$ cat config.mk
export PLATFORM = sky130hd
export DESIGN_NAME = dmem_access_ctrl
export DESIGN_NICKNAME = d
export VERILOG_FILES = /design/src/rtl/dmem_ctrl_pkg.sv /design/src/rtl/dmem_store_buf.sv /design/src/rtl/dmem_access_ctrl.sv
export SDC_FILE = /design/constraint.sdc
export NUM_CORES = 1
export LEC_CHECK = 0
export BUFFER_PORTS_ARGS = -buffer_cell sky130_fd_sc_hd__buf_4
export CORE_MARGIN = 2
export CORE_UTILIZATION = 46
export DETAILED_ROUTE_END_ITERATION = 10
export GPL_TIMING_DRIVEN = 1
export PLACE_DENSITY = 0.89
export SYNTH_ARGS = -nofsm -noshare
export SYNTH_HDL_FRONTEND = slang
export SYNTH_SLANG_ARGS = --single-unit
$ cat constraint.sdc
create_clock -name clk -period 3.5 [get_ports clk]
set_clock_uncertainty 0.2 [all_clocks]
set_input_delay 0 -clock clk [delete_from_list [all_inputs] [get_ports clk]]
set_output_delay 0 -clock clk [all_outputs]
set_load 0.005 [all_outputs]
$ cat src/rtl/dmem_ctrl_pkg.sv
// Shared types and constants for the MEM-stage data-memory access controller.
//   state_e     : access sequencer states (idle, access in flight, completion cycle)
//   ALIGN_MASK  : low address bits that must be zero for a word access
//   WORD_BYTES  : bytes per data word
//   is_aligned  : word-alignment test on the two low address bits
package dmem_ctrl_pkg;

  typedef enum logic [1:0] {
    StIdle,
    StAccess,
    StDone
  } state_e;

  localparam logic [1:0]  ALIGN_MASK = 2'b11;
  localparam int unsigned WORD_BYTES = 4;

  function automatic logic is_aligned(input logic [1:0] addr_lo);
    return (addr_lo & ALIGN_MASK) == 2'b00;
  endfunction

endpackage

$ cat src/rtl/dmem_store_buf.sv
// One-entry posted store buffer. A fill captures address/data while the entry is
// empty; the entry stays busy until the memory acknowledges the drain.
//   clk, rst     : clock, asynchronous active-high reset
//   fill_i       : capture fill_addr_i/fill_data_i (ignored while busy)
//   drain_ack_i  : memory accepted the buffered store; entry frees
//   busy_o       : entry valid; doubles as the drain request
//   addr_o/data_o: buffered store address/data
module dmem_store_buf #(
  parameter int unsigned ADDR_W = 32,
  parameter int unsigned DATA_W = 32
) (
  input  logic              clk,
  input  logic              rst,
  input  logic              fill_i,
  input  logic [ADDR_W-1:0] fill_addr_i,
  input  logic [DATA_W-1:0] fill_data_i,
  input  logic              drain_ack_i,
  output logic              busy_o,
  output logic [ADDR_W-1:0] addr_o,
  output logic [DATA_W-1:0] data_o
);

  logic              valid_q;
  logic [ADDR_W-1:0] addr_q;
  logic [DATA_W-1:0] data_q;

  always_ff @(posedge clk or posedge rst) begin
    if (rst) begin
      valid_q <= 1'b0;
      addr_q  <= '0;
      data_q  <= '0;
    end else if (fill_i && !valid_q) begin
      valid_q <= 1'b1;
      addr_q  <= fill_addr_i;
      data_q  <= fill_data_i;
    end else if (drain_ack_i) begin
      valid_q <= 1'b0;
    end
  end

  assign busy_o = valid_q;
  assign addr_o = addr_q;
  assign data_o = data_q;

endmodule

$ cat src/rtl/dmem_access_ctrl.sv
// MEM-stage sequencer: runs one req/ack transaction on a variable-latency data memory
// per load/store from EX/MEM and stalls the pipeline until it completes.
//   clk, rst            : clock, asynchronous active-high reset
//   mem_read_i/write_i  : EX/MEM MemRead/MemWrite (both set = write)
//   addr_i, wdata_i     : byte address and store data
//   stall_o             : freeze front of pipeline, bubble into MEM/WB
//   rdata_o/valid_o     : load result to MEM/WB
//   misalign_o          : one-cycle pulse, misaligned access dropped
//   dmem_*              : memory request channel (req held until ack)
// Optional feature: define DMEM_STORE_BUF_EN for a one-entry posted store buffer.
module dmem_access_ctrl
  import dmem_ctrl_pkg::*;
#(
  parameter int unsigned ADDR_W = 32,
  parameter int unsigned DATA_W = 32
) (
  input  logic              clk,
  input  logic              rst,
  input  logic              mem_read_i,
  input  logic              mem_write_i,
  input  logic [ADDR_W-1:0] addr_i,
  input  logic [DATA_W-1:0] wdata_i,
  output logic              stall_o,
  output logic [DATA_W-1:0] rdata_o,
  output logic              rdata_valid_o,
  output logic              misalign_o,
  output logic              dmem_req_o,
  output logic              dmem_we_o,
  output logic [ADDR_W-1:0] dmem_addr_o,
  output logic [DATA_W-1:0] dmem_wdata_o,
  input  logic              dmem_ack_i,
  input  logic [DATA_W-1:0] dmem_rdata_i
);

  state_e state_q, state_d;

  logic              op, aligned;
  logic              stall, start;
  logic              req_q, we_q, is_rd_q;
  logic              rvalid_q, misalign_q;
  logic [ADDR_W-1:0] addr_q;
  logic [DATA_W-1:0] wdata_q, rdata_q;

  assign op      = mem_read_i | mem_write_i;
  assign aligned = is_aligned(addr_i[1:0]);

`ifdef DMEM_STORE_BUF_EN
  logic              buf_busy, buf_fill;
  logic [ADDR_W-1:0] buf_addr;
  logic [DATA_W-1:0] buf_data;

  // The FSM never starts an access while the buffer is busy, so any ack seen
  // while busy belongs to the drain.
  dmem_store_buf #(
    .ADDR_W(ADDR_W),
    .DATA_W(DATA_W)
  ) u_store_buf (
    .clk        (clk),
    .rst        (rst),
    .fill_i     (buf_fill),
    .fill_addr_i(addr_i),
    .fill_data_i(wdata_i),
    .drain_ack_i(dmem_ack_i & buf_busy),
    .busy_o     (buf_busy),
    .addr_o     (buf_addr),
    .data_o     (buf_data)
  );
`endif

  always_comb begin
    state_d = state_q;
    stall   = 1'b0;
    start   = 1'b0;
`ifdef DMEM_STORE_BUF_EN
    buf_fill = 1'b0;
`endif
    case (state_q)
      StIdle: begin
        if (op && aligned) begin
`ifdef DMEM_STORE_BUF_EN
          if (buf_busy) begin
            // Wait for the drain; the op is retried from idle afterwards.
            stall = 1'b1;
          end else if (mem_write_i && !mem_read_i) begin
            buf_fill = 1'b1;
          end else begin
            stall   = 1'b1;
            start   = 1'b1;
            state_d = StAccess;
          end
`else
          stall   = 1'b1;
          start   = 1'b1;
          state_d = StAccess;
`endif
        end
      end
      StAccess: begin
        stall = 1'b1;
        if (dmem_ack_i) state_d = StDone;
      end
      StDone:  state_d = StIdle;
      default: state_d = StIdle;
    endcase
  end

  always_ff @(posedge clk or posedge rst) begin
    if (rst) begin
      state_q    <= StIdle;
      req_q      <= 1'b0;
      we_q       <= 1'b0;
      is_rd_q    <= 1'b0;
      addr_q     <= '0;
      wdata_q    <= '0;
      rdata_q    <= '0;
      rvalid_q   <= 1'b0;
      misalign_q <= 1'b0;
    end else begin
      state_q    <= state_d;
      misalign_q <= (state_q == StIdle) && op && !aligned;
      rvalid_q   <= (state_q == StAccess) && dmem_ack_i && is_rd_q;
      if (start) begin
        req_q   <= 1'b1;
        we_q    <= mem_write_i;
        is_rd_q <= mem_read_i & ~mem_write_i;
        addr_q  <= addr_i;
        wdata_q <= wdata_i;
      end
      if (state_q == StAccess && dmem_ack_i) begin
        req_q <= 1'b0;
        if (is_rd_q) rdata_q <= dmem_rdata_i;
      end
    end
  end

  // Gate with rst so the pipeline is released immediately during reset.
  assign stall_o       = stall & ~rst;
  assign rdata_o       = rdata_q;
  assign rdata_valid_o = rvalid_q;
  assign misalign_o    = misalign_q;

`ifdef DMEM_STORE_BUF_EN
  assign dmem_req_o   = req_q | buf_busy;
  assign dmem_we_o    = buf_busy ? 1'b1 : we_q;
  assign dmem_addr_o  = buf_busy ? buf_addr : addr_q;
  assign dmem_wdata_o = buf_busy ? buf_data : wdata_q;
`else
  assign dmem_req_o   = req_q;
  assign dmem_we_o    = we_q;
  assign dmem_addr_o  = addr_q;
  assign dmem_wdata_o = wdata_q;
`endif

endmodule

== Word-level counts from Yosys, hierarchy flattened ==
Index checks and enable logic that the tools add are counted.

* Equality and inequality tests: 3
* Muxes and demuxes: 8
* Bitwise logic cells: 5
* Reductions and logical operators: 11

{| class="wikitable"
|+ Operator list
! cell !! number
|-
| $logic_and 1x1->1 || 5
|-
| $logic_not 2->1 || 2
|-
| $mux 1 || 4
|-
| $mux 2 || 2
|-
| $ne 2x2->1 const B || 2
|-
| $pmux 2 s2 || 1
|-
| $reduce_and 2->1 || 2
|-
| $and 1x1->1 || 2
|-
| $eq 2x1->1 const B || 1
|-
| $not 1->1 || 2
|-
| $pmux 1 s2 || 1
|-
| $reduce_bool 2->1 || 1
|-
| $logic_not 1->1 || 1
|-
| $or 1x1->1 || 1
|}

* Flip-flop bits (word level): 103
* Input port bits: 101
* Logic and storage cells: 36

== Depth between registers and ports, before layout ==
Gate-level depths: netlist of run 1.

* Word-level depth: 6
* Depth in mapped cells: 5

== Worst setup path after synthesis of run 1 ==
OpenSTA, ideal clock, no wires.

* Path type: reg2reg
* From: register state_q[1]
* To: register addr_q[10], in the netlist dmem_addr_o[10]
* Data arrival time: 1439 ps
* Required time: 3175 ps
* Setup slack: 1736 ps
* Cell stages (with the launch flop): 6
* Clock period less this slack: 1764 ps
* Cells stage by stage: dfrtp_1 -> nor4_4 -> o21a_4 -> buf_12 -> buf_12 -> mux2_4

* Word-level cells in the longest chain between the ends: 2

{| class="wikitable"
|+ RTL lines
! item !! RTL line !! RTL
|-
| from (decl) || dmem_access_ctrl.sv:35 || <nowiki>state_e state_q, state_d;</nowiki>
|-
| from (signal assigned) || dmem_access_ctrl.sv:109 || <nowiki>state_q <= StIdle;</nowiki>
|-
| from (signal assigned) || dmem_access_ctrl.sv:119 || <nowiki>state_q <= state_d;</nowiki>
|-
| $logic_not 2->1 || dmem_access_ctrl.sv:77 || <nowiki>case (state_q)</nowiki>
|-
| $mux 1 || dmem_access_ctrl.sv:77 ||
|-
| to (signal assigned) || dmem_access_ctrl.sv:126 || <nowiki>addr_q <= addr_i;</nowiki>
|-
| to (decl) || dmem_access_ctrl.sv:41 || <nowiki>logic [ADDR_W-1:0] addr_q;</nowiki>
|}

No other way between the ends.
A chain may end at the register's enable or synchronous reset.

== Worst setup path in the final report of run 1 ==
* From: register state_q[1]
* To: register we_q, in the netlist dmem_we_o

* Word-level cells in the longest chain between the ends: 2

{| class="wikitable"
|+ RTL lines
! item !! RTL line !! RTL
|-
| $logic_not 2->1 || dmem_access_ctrl.sv:77 ||
|-
| $mux 1 || dmem_access_ctrl.sv:77 ||
|-
| to (signal assigned) || dmem_access_ctrl.sv:124 || <nowiki>we_q <= mem_write_i;</nowiki>
|-
| to (decl) || dmem_access_ctrl.sv:39 || <nowiki>logic req_q, we_q, is_rd_q;</nowiki>
|}

No other way between the ends.

==> results.cfg, run 1 <==
[floorplan]
row_count = 34
ioPinCount = 202
initial_core_util_pct = 47.56
core_sq_um = 8721
die_area_sq_um = 9792
die_w_um = 98.96
die_h_um = 98.96

[critical_path]
crit_slowest_cell = dlygate4sd3_1
reg2reg_to = dmem_we_o
cp.arrival_ns = 2.72
start_kind = flop
path_common_cell = dlygate4sd3_1
worstPathRequired_ns = 3.53
crit_type = reg -> reg
reg2reg_from = state_q[1]
crit_fanout = 5
path_delay_family = buffers and inverters
endpoint_kind = flop
path_depth = 5
crit_start = state_q[1]
r2r_slack_ns = 0.80
max_stage_delay_ns = 0.63
path_buf_inv = 2
crit_path_end = dmem_we_o
ff2ff_path_depth = 5
cp_cell_sequence = nor4_4 > dlygate4sd3_1 > o21ai_0 > a22o_1 > dlygate4sd3_1

[route]
routedWlPerCell_um = 17.86
viasPerCell = 4.792
ant_nets = 0
wl_um = 11590
drc_errors = 0
firstDrtPassIters = 4
via_count = 3110
drtIter0Drc = 72

[run_status]
status = finished clean

[yosys]
yosysUniqueCellTypes = 21
avgSynthCellArea_sq_um = 18.35
syn_area_sq_um = 4148
synth_warnings = 0
postSynthCellCount = 226
async_flop_share_pct = 100.0
ys_seq_elements = 103
synth_flop_cell = dfrtp_1
ys_seq_area_share_pct = 62.14
synth_edf_count = 0
syn_nets = 327

[cts]
cts_setup_buffers = 0
clkTransAtPathRegs_ns = 0.10
cts_tree = yes
htreeDepth = 3
cts_buffers = 9
cts.path.max_buffers = 2
cts_sinks = 103
cts-root-buf = clkbuf_8
clock_latency_ns = 0.34

[global_routing]
grt_max_degree = 99
grt_overflow = 0
antenna_found_initial = 1
grt_pass1_vias = 3505
grt_pass1_wl_um = 18330
grt_use_total_pct = 23.87

[cells_and_area]
final_cell_mix = 205 x buf_4, 104 x dlygate4sd3_1, 103 x dfrtp_1, 58 x mux2_4, 26 x mux2_1
areaGrowthSynthToFinish_pct = 66.88
fill_cells = 457
drive_gt1_share_pct = 53.89
final_nets = 637
final_common_cell = buf_4
finalNonFillerCells = 649
final_cell_area_sq_um = 6922

[timing]
rsz0062_at_grt = false
fmax_mhz = 370.8
worst_hold_slack_ns = 0.1440
final.setup.tns_ns = 0
slew_viol_final = 0
period_share_pct = 77.06
slew_headroom_pct = 22.99
worstMarginPinSlew_ns = 1.155
hold_violations = 0
period_minus_slack_ns = 2.697
setup_slack_ns = 0.8029
setup_violations = 0

[place]
post-place-ws_ns = 1.088
io_buffers = 201
place_area_sq_um = 5667
dpl.hpwl_um = 6608
place_congestion = 0.7765
place_inst = 529

[pwr]
p_leak_nw = 3.395
vdd_drop_max_uv = 334.6
power_density_nw_per_um2 = 593.7

[hold_path]
min-delay-path-class = in -> reg

[job]
maxCapViolCount = 0
==> worst register-to-register path: cells and delay by family (launching register included) <==
kind | cells | cell delay, ns
buf+inv | 2 | 1.18
flops | 1 | 0.45
compound gates | 2 | 0.47
simple gates | 1 | 0.29
==> repair_timing <==
item,in CTS,in global routing
gates resized for setup,0,0
hold buffers,104,0
hold endpoints to repair,199,0
==> how the worst min path moves through the flow <==
stage / from / endpoint / slack, ns / depth (start not counted)
floorplan: mem_write_i / is_rd_q / -0.12 / 1
global placement: dmem_ack_i / state_q[0] / 0.01 / 2
detailed placement: dmem_rdata_i[9] / rdata_o[9] / 0.02 / 2
CTS: addr_i[0] / dmem_wdata_o[4] / 0.13 / 4
global route: addr_i[0] / dmem_wdata_o[4] / 0.14 / 4
finish: addr_i[0] / dmem_wdata_o[4] / 0.14 / 4
==> sequential cells by signal, summed over array words and instances (netlist names) <==
name / count
dmem_addr_o: 32
dmem_wdata_o: 32
rdata_o: 32
state_q: 2
dmem_req_o: 1
dmem_we_o: 1
is_rd_q: 1
misalign_o: 1
rdata_valid_o: 1
==> Yosys cell counts (2+ instances only) <==
cell type	count	area, sq um
mux2_2	10	112.6
dfrtp_1	103	2577
o21ai_0	3	15.01
buf_12	7	140.1
inv_1	3	11.26
buf_2	2	10.01
mux2_4	58	870.8
mux2_1	26	292.8
and2_1	2	12.51
==> kinds of logic (layout without fill, tap and decap cells) <==
logic type / count (synthesis) / in the layout / share of synthesized area, %
muxes: 94 / 94 / 30.77
other: 0 / 1 / 0
DFF: 103 / 103 / 62.14
and+or+nand+nor: 8 / 8 / 1.538
buffers and inverters: 13 / 327 / 4.072
AOI/OAI and AO/OA: 8 / 8 / 1.478
==> power breakdown <==
part | internal [mW] | total (mW) | switching, mW
Combinational | 1.01 | 1.46 | 0.455
Sequential | 1.59 | 1.86 | 0.262
Clock | 0.401 | 0.792 | 0.391
==> cell type report <==
cell class,instances,area (sq um),share of cell area (%)
inverters,3,13.76,0.1988
well taps,108,135.1,1.952
clock buffers,10,127.6,1.844
clock inverters,5,83.83,1.211
multi-input cells,110,1401,20.25
diodes,1,2.502,0.03615
repair buffers,309,2580,37.27
flip-flops and latches,103,2577,37.24
==> through the flow <==
step           power [mW]  util [%]
3_5_place_dp        3.190     64.98
2_1_floorplan       2.370         -
4_1_cts             4.086     79.34
3_3_place_gp        3.126     64.98
5_1_grt             4.314     79.37
6_report            4.109     79.37
==> layer usage <==
layer,part of all wire [%],GRT usage [%],up-vias
li1,-,-,1408
met1,38,27.91,1535
met2,54,43.30,139
met3,5.7,4.326,28
met4,2.7,9.378,0
met5,0,0,-
Note: power is estimated with default switching activity, not from simulation.
==> run 2: changes to the inputs <==
--- a/config.mk
+++ b/config.mk
@@ -5,6 +5,7 @@
 export SDC_FILE = /design/constraint.sdc
 export NUM_CORES = 1
 export LEC_CHECK = 0
+export ABC_AREA = 1
 export BUFFER_PORTS_ARGS = -buffer_cell sky130_fd_sc_hd__buf_4
 export CORE_MARGIN = 2
 export CORE_UTILIZATION = 46
==> constraint.sdc (replaced) <==
create_clock -name clk -period 2.7 [get_ports clk]
set_clock_uncertainty 0.2 [all_clocks]
set_input_delay 0 -clock clk [delete_from_list [all_inputs] [get_ports clk]]
set_output_delay 0 -clock clk [all_outputs]
set_load 0.005 [all_outputs]
==> results.cfg, run 2 <==
[cts]
cts_tree = yes
clock_latency_ns = 0.35
clkTransAtPathRegs_ns = 0.09
cts-root-buf = clkbuf_8
cts.repair.resized = 0
cts.path.max_buffers = 2
cts_buffers = 9
cts_sinks = 103
htreeDepth = 3

[place]
io_buffers = 201
dpl.hpwl_um = 7905
place_inst = 730
place_congestion = 0.8358

[route]
drc_errors = 0
wl_um = 14270
firstDrtPassIters = 5
drtIter0Drc = 228
routedWlPerCell_um = 16.90
ant_nets = 0
via_count = 4455
viasPerCell = 5.278

[floorplan]
core_sq_um = 8763
row_count = 34
ioPinCount = 202
initial_core_util_pct = 47.57
die_area_sq_um = 9841
die_h_um = 99.20
die_w_um = 99.20

[yosys]
synth_mux_area_share_pct = 0
synth_top_cell_by_area = dfrtp_1
synth-xor-area-share_pct = 0
yosysUniqueCellTypes = 19
async_flop_share_pct = 100.0
netlist_top_cells_count = 196 x nand2_1, 103 x dfrtp_1, 63 x nand4_1, 33 x nand3_1, 20 x buf_2
ys_seq_elements = 103
synth_edf_count = 0
ys_seq_area_share_pct = 61.82
synthAdderAreaFrac_pct = 0
synth-simple-area-share_pct = 32.53
synth_top_area_share_pct = 61.82
synth_top_family_by_area = simple AND/OR/NAND/NOR gates
yosysMostFrequentCell = nand2_1
syn_nets = 552
synth_compound_area_share_pct = 0.4502
synth_flop_cell = dfrtp_1
postSynthCellCount = 451
synth_warnings = 0
synth.area.top_cells = dfrtp_1 62%, nand2_1 18%, nand4_1 9.5%, nand3_1 4.0%, buf_2 2.4%
syn_area_sq_um = 4169
avgSynthCellArea_sq_um = 9.244

[timing]
fmax_mhz = 513.1
rsz0062_at_grt = false
worstMarginPinSlew_ns = 0.8239
period_minus_slack_ns = 1.949
slew_viol_final = 0
hold_violations = 0
final.setup.tns_ns = 0
period_share_pct = 72.18
setup_violations = 0
slew_headroom_pct = 44.96

[critical_path]
crit_slowest_cell = nand3_2
endpoint_kind = output port
crit_type = reg -> out
cp.arrival_ns = 1.75
start_kind = flop
max_stage_delay_ns = 0.44
cp_cell_sequence = nor2_4 > nand3_2 > a21oi_2 > buf_4
crit_fanout = 25
worstPathRequired_ns = 2.50

[global_routing]
antenna_found_initial = 0
grt_pass1_vias = 4668
grt_pass1_wl_um = 23050
grt_overflow = 0
grt_use_total_pct = 29.29
grt_max_degree = 66

[pwr]
p_sw_share_pct = 31.46
pwr-share-seq_pct = 45.4
power_frac_comb_pct = 33.6
power_frac_clock_pct = 21.0
power_density_nw_per_um2 = 725.9
p_sw_mw = 1.579
p_leak_nw = 3.736
vdd_drop_max_uv = 348.6
p_int_mw = 3.441

[cells_and_area]
final_nets = 832
final_util_pct = 78.93
fill_cells = 495
insertedDiodeCount = 0
final_common_cell = buf_4
areaGrowthSynthToFinish_pct = 65.91
final_cell_mix = 206 x buf_4, 196 x nand2_1, 103 x dfrtp_1, 98 x dlygate4sd3_1, 63 x nand4_1
drive_gt1_share_pct = 31.66
finalNonFillerCells = 844

[hold_path]
min-delay-path-class = in -> reg

[job]
maxCapViolCount = 0

[run_status]
status = finished clean
-- run 2: cell count changes after synthesis, sizes merged, moves of 3 or more --
cell	delta
nor2	+3
inv	+5
buf	+15
nand2	+198
nand3	+34
nand4	+63
mux2	-94
clkbuf	+12
-- run 2: power by group through the flow --
stage          clock network (mW)  registers, mW  logic [mW]
5_1_grt                      1.14           2.32        1.84
6_report                     1.05           2.28        1.69
3_5_place_dp                    0           2.28        1.53
3_3_place_gp                    0           2.26        1.47
2_1_floorplan                   0           2.28       0.531
4_1_cts                      1.08           2.26        1.64
-- run 2: timing repair --
action                    4_1_cts  5_1_grt
hold endpoints to repair      137        0
hold buffers                   98        0
setup buffers                   0        0
-- run 2: stage by stage --
stage | hold WS [ns] | cell area, sq um | power, mW | setup slack [ns]
global placement | 0.009535 | 5718 | 3.724 | 0.9336
finish | 0.07629 | 6917 | 5.020 | 0.7512
CTS | 0.05712 | 6917 | 4.979 | 0.7107
global route | 0.1197 | 6917 | 5.302 | 0.6011
floorplan | -0.1819 | 4173 | 2.816 | 1.268
detailed placement | 0.01311 | 5718 | 3.808 | 0.8700
-- run 2: cell type report --
type	instances	area (sq um)	share of cell area [%]
clock buffers	11	131.4	1.899
clock inverters	5	86.33	1.248
inverters	8	33.78	0.4884
multi-input cells	303	1385	20.03
flip-flops and latches	103	2577	37.26
well taps	108	135.1	1.954
repair buffers	306	2567	37.12
-- run 2: cell families (layout without fill, tap and decap cells) --
family	count (synthesis)	after routing
flip-flops	103	103
AND/OR/NAND/NOR	300	300
AO/OA/AOI/OAI	3	3
buffers and inverters	45	330
-- run 2: layer usage --
metal / vias up / GRT usage, % / share of wire [%]
met5: - / 0 / 0
met4: 0 / 14.12 / 4.1
met3: 56 / 6.535 / 8.1
met2: 257 / 51.61 / 51
met1: 2097 / 33.79 / 37
li1: 2045 / - / -
-- run 2: final timing paths --
| kind | cells after the start | slack [ns] | from | end |
|---|---|---|---|---|
| min reg2reg | 2 | 0.28 | dmem_addr_o[0] | dmem_addr_o[0] |
| min in group asynchronous | 3 | 0.19 | rst | rdata_o[25] |
| max | 4 | 0.75 | state_q[1] | stall_o |
| max in group asynchronous | 4 | 1.32 | rst | dmem_wdata_o[7] |
| min | 4 | 0.08 | addr_i[0] | dmem_req_o |
| max reg2reg | 5 | 0.83 | state_q[1] | dmem_wdata_o[29] |
-- run 2: critical path, delay by kind of cell, from the launching register on --
family	cells	cell delay, ns
and+or+nand+nor	2	0.57
buffers and inverters	1	0.14
AOI/OAI and AO/OA	1	0.27
DFF	1	0.43
==> run 3: changes to the inputs <==
--- a/config.mk
+++ b/config.mk
@@ -8,10 +8,10 @@
 export ABC_AREA = 1
 export BUFFER_PORTS_ARGS = -buffer_cell sky130_fd_sc_hd__buf_4
 export CORE_MARGIN = 2
-export CORE_UTILIZATION = 46
+export CORE_UTILIZATION = 42
 export DETAILED_ROUTE_END_ITERATION = 10
 export GPL_TIMING_DRIVEN = 1
-export PLACE_DENSITY = 0.89
+export PLACE_DENSITY = 0.86
 export SYNTH_ARGS = -nofsm -noshare
 export SYNTH_HDL_FRONTEND = slang
 export SYNTH_SLANG_ARGS = --single-unit
==> constraint.sdc (replaced) <==
create_clock -name clk -period 1.65 [get_ports clk]
set_clock_uncertainty 0.2 [all_clocks]
set_input_delay 0 -clock clk [delete_from_list [all_inputs] [get_ports clk]]
set_output_delay 0 -clock clk [all_outputs]
set_load 0.005 [all_outputs]
==> results.cfg, run 3 (synthesis gave the netlist of run 2 again) <==
[critical_path]
reg2reg_to = rdata_o[6]
path_buf_inv = 4
reg2reg_from = state_q[1]
path_delay_family = buffers and inverters
cp.arrival_ns = 1.69
max_stage_delay_ns = 0.54
crit_slowest_cell = dlygate4sd3_1
ff2ff_path_depth = 8
start_kind = input port
endpoint_kind = flop
r2r_slack_ns = 0.09
crit_type = in -> reg
crit_fanout = 38
cp_cell_sequence = dlygate4sd3_1 > buf_4 > inv_1 > nand2_8 > nand3_4 > buf_4 > nand2_1 > nand2_1
worstPathRequired_ns = 1.74

[cts]
cts.path.max_buffers = 2
cts_sinks = 103
cts-root-buf = clkbuf_8
clkTransAtPathRegs_ns = 0.09
htreeDepth = 3
cts_buffers = 9
clock_latency_ns = 0.35
cts_tree = yes

[place]
io_buffers = 201
dpl.hpwl_um = 8392
post-place-ws_ns = 0.2138
place_congestion = 0.8587
place_area_sq_um = 5839
place_inst = 762

[route]
drc_errors = 0
ant_nets = 0
via_count = 4515
viasPerCell = 5.113
firstDrtPassIters = 4
routedWlPerCell_um = 16.45
drtIter0Drc = 298
wl_um = 14520

[cells_and_area]
finalNonFillerCells = 883
final_common_cell = buf_4
insertedDiodeCount = 0
final_nets = 847
fill_cells = 626
drive_gt1_share_pct = 32.53
final_cell_area_sq_um = 7123
final_cell_mix = 214 x buf_4, 196 x nand2_1, 103 x dfrtp_1, 100 x dlygate4sd3_1, 63 x nand4_1
areaGrowthSynthToFinish_pct = 70.86

[pwr]
power_density_nw_per_um2 = 1126
p_leak_nw = 3.822
vdd_drop_max_uv = 567.5

[timing]
setup_slack_ns = 0.04867
fmax_mhz = 624.5
final.setup.tns_ns = 0
slew_viol_final = 0
setup_violations = 0
hold_violations = 0
slew_headroom_pct = 73.23
period_share_pct = 97.05
worstMarginPinSlew_ns = 0.4016
period_minus_slack_ns = 1.601

[global_routing]
grt_pass1_wl_um = 23580
grt_pass1_vias = 4775
antenna_found_initial = 0
grt_use_total_pct = 27.24
grt_overflow = 0
grt_max_degree = 73

[floorplan]
die_w_um = 103.6
die_area_sq_um = 10740
core_sq_um = 9684
ioPinCount = 202
initial_core_util_pct = 43.05
row_count = 36
die_h_um = 103.6

[job]
maxCapViolCount = 0

[run_status]
status = finished clean

[hold_path]
min-delay-path-class = in -> async
==> run 3: cell count changes in the layout (fill, tap and decap cells not counted), sizes merged <==
cell / before / now
buf: 208 / 220
clkbuf: 11 / 15
inv: 10 / 7
bufinv: 2 / 0
bufbuf: 0 / 1
dlygate4sd3: 98 / 100
==> run 3: metrics by stage <==
stage / util [%] / total power [mW] / hold slack, ns
finish: 73.55 / 8.019 / 0.1423
global placement: 60.30 / 6.135 / -0.03447
detailed placement: 60.30 / 6.261 / -0.03133
global route: 73.55 / 8.451 / 0.1734
floorplan: - / 4.609 / -0.1819
CTS: 73.31 / 7.957 / 0.1496
==> run 3: timing repair <==
item                                    CTS  global route
hold endpoints to repair                203             0
gates resized for setup                   4             2
setup buffers                             4             1
cloned                                    1             0
endpoints found under the setup margin    1             2
pin swaps                                 1             1
hold buffers                            100             0
==> run 3: final cells by class <==
class | count | area [sq um] | share of cell area (%)
inverter | 8 | 33.78 | 0.4743
clock buffer | 15 | 176.4 | 2.477
sequential | 103 | 2577 | 36.18
timing repair buffer | 321 | 2760 | 38.75
multi-input combinational | 303 | 1409 | 19.78
tap | 133 | 166.4 | 2.336
==> run 3: worst max path at each step <==
stage	from	end	slack, ns	cells past startpoint
finish	mem_read_i	dmem_wdata_o[6]	0.05	8
global route	mem_read_i	dmem_wdata_o[4]	-0.007	8
CTS	state_q[0]	stall_o	0.0003	5
detailed placement	state_q[1]	dmem_wdata_o[28]	0.21	5
global placement	state_q[1]	dmem_addr_o[6]	0.28	5
floorplan	rst	dmem_addr_o[0]	0.22	1
==> run 3: worst reg2reg max path, stage by stage, from the launching register on <==
cell and delay, ns:
dfrtp_1 0.42, buf_4 0.14, inv_2 0.04, nand2_2 0.09, nor2_4 0.16, nand2_2 0.08, buf_12 0.17, nand2_1 0.09
nand2_1 0.06
==> run 3: per-layer routing <==
metal  GRT usage (%)  wire (um)  up-vias
li1                -          -     2075
met1           30.77       5608     2145
met2           47.73       7334      240
met3           6.671        961       55
met4           14.29        617        0
met5               0          0        -
==> run 3: power breakdown <==
part	switching, mW	leakage, nW	internal (mW)
logic	1.26	2.43	1.57
clock network	0.797	0.0898	0.669
registers	0.461	1.30	3.26
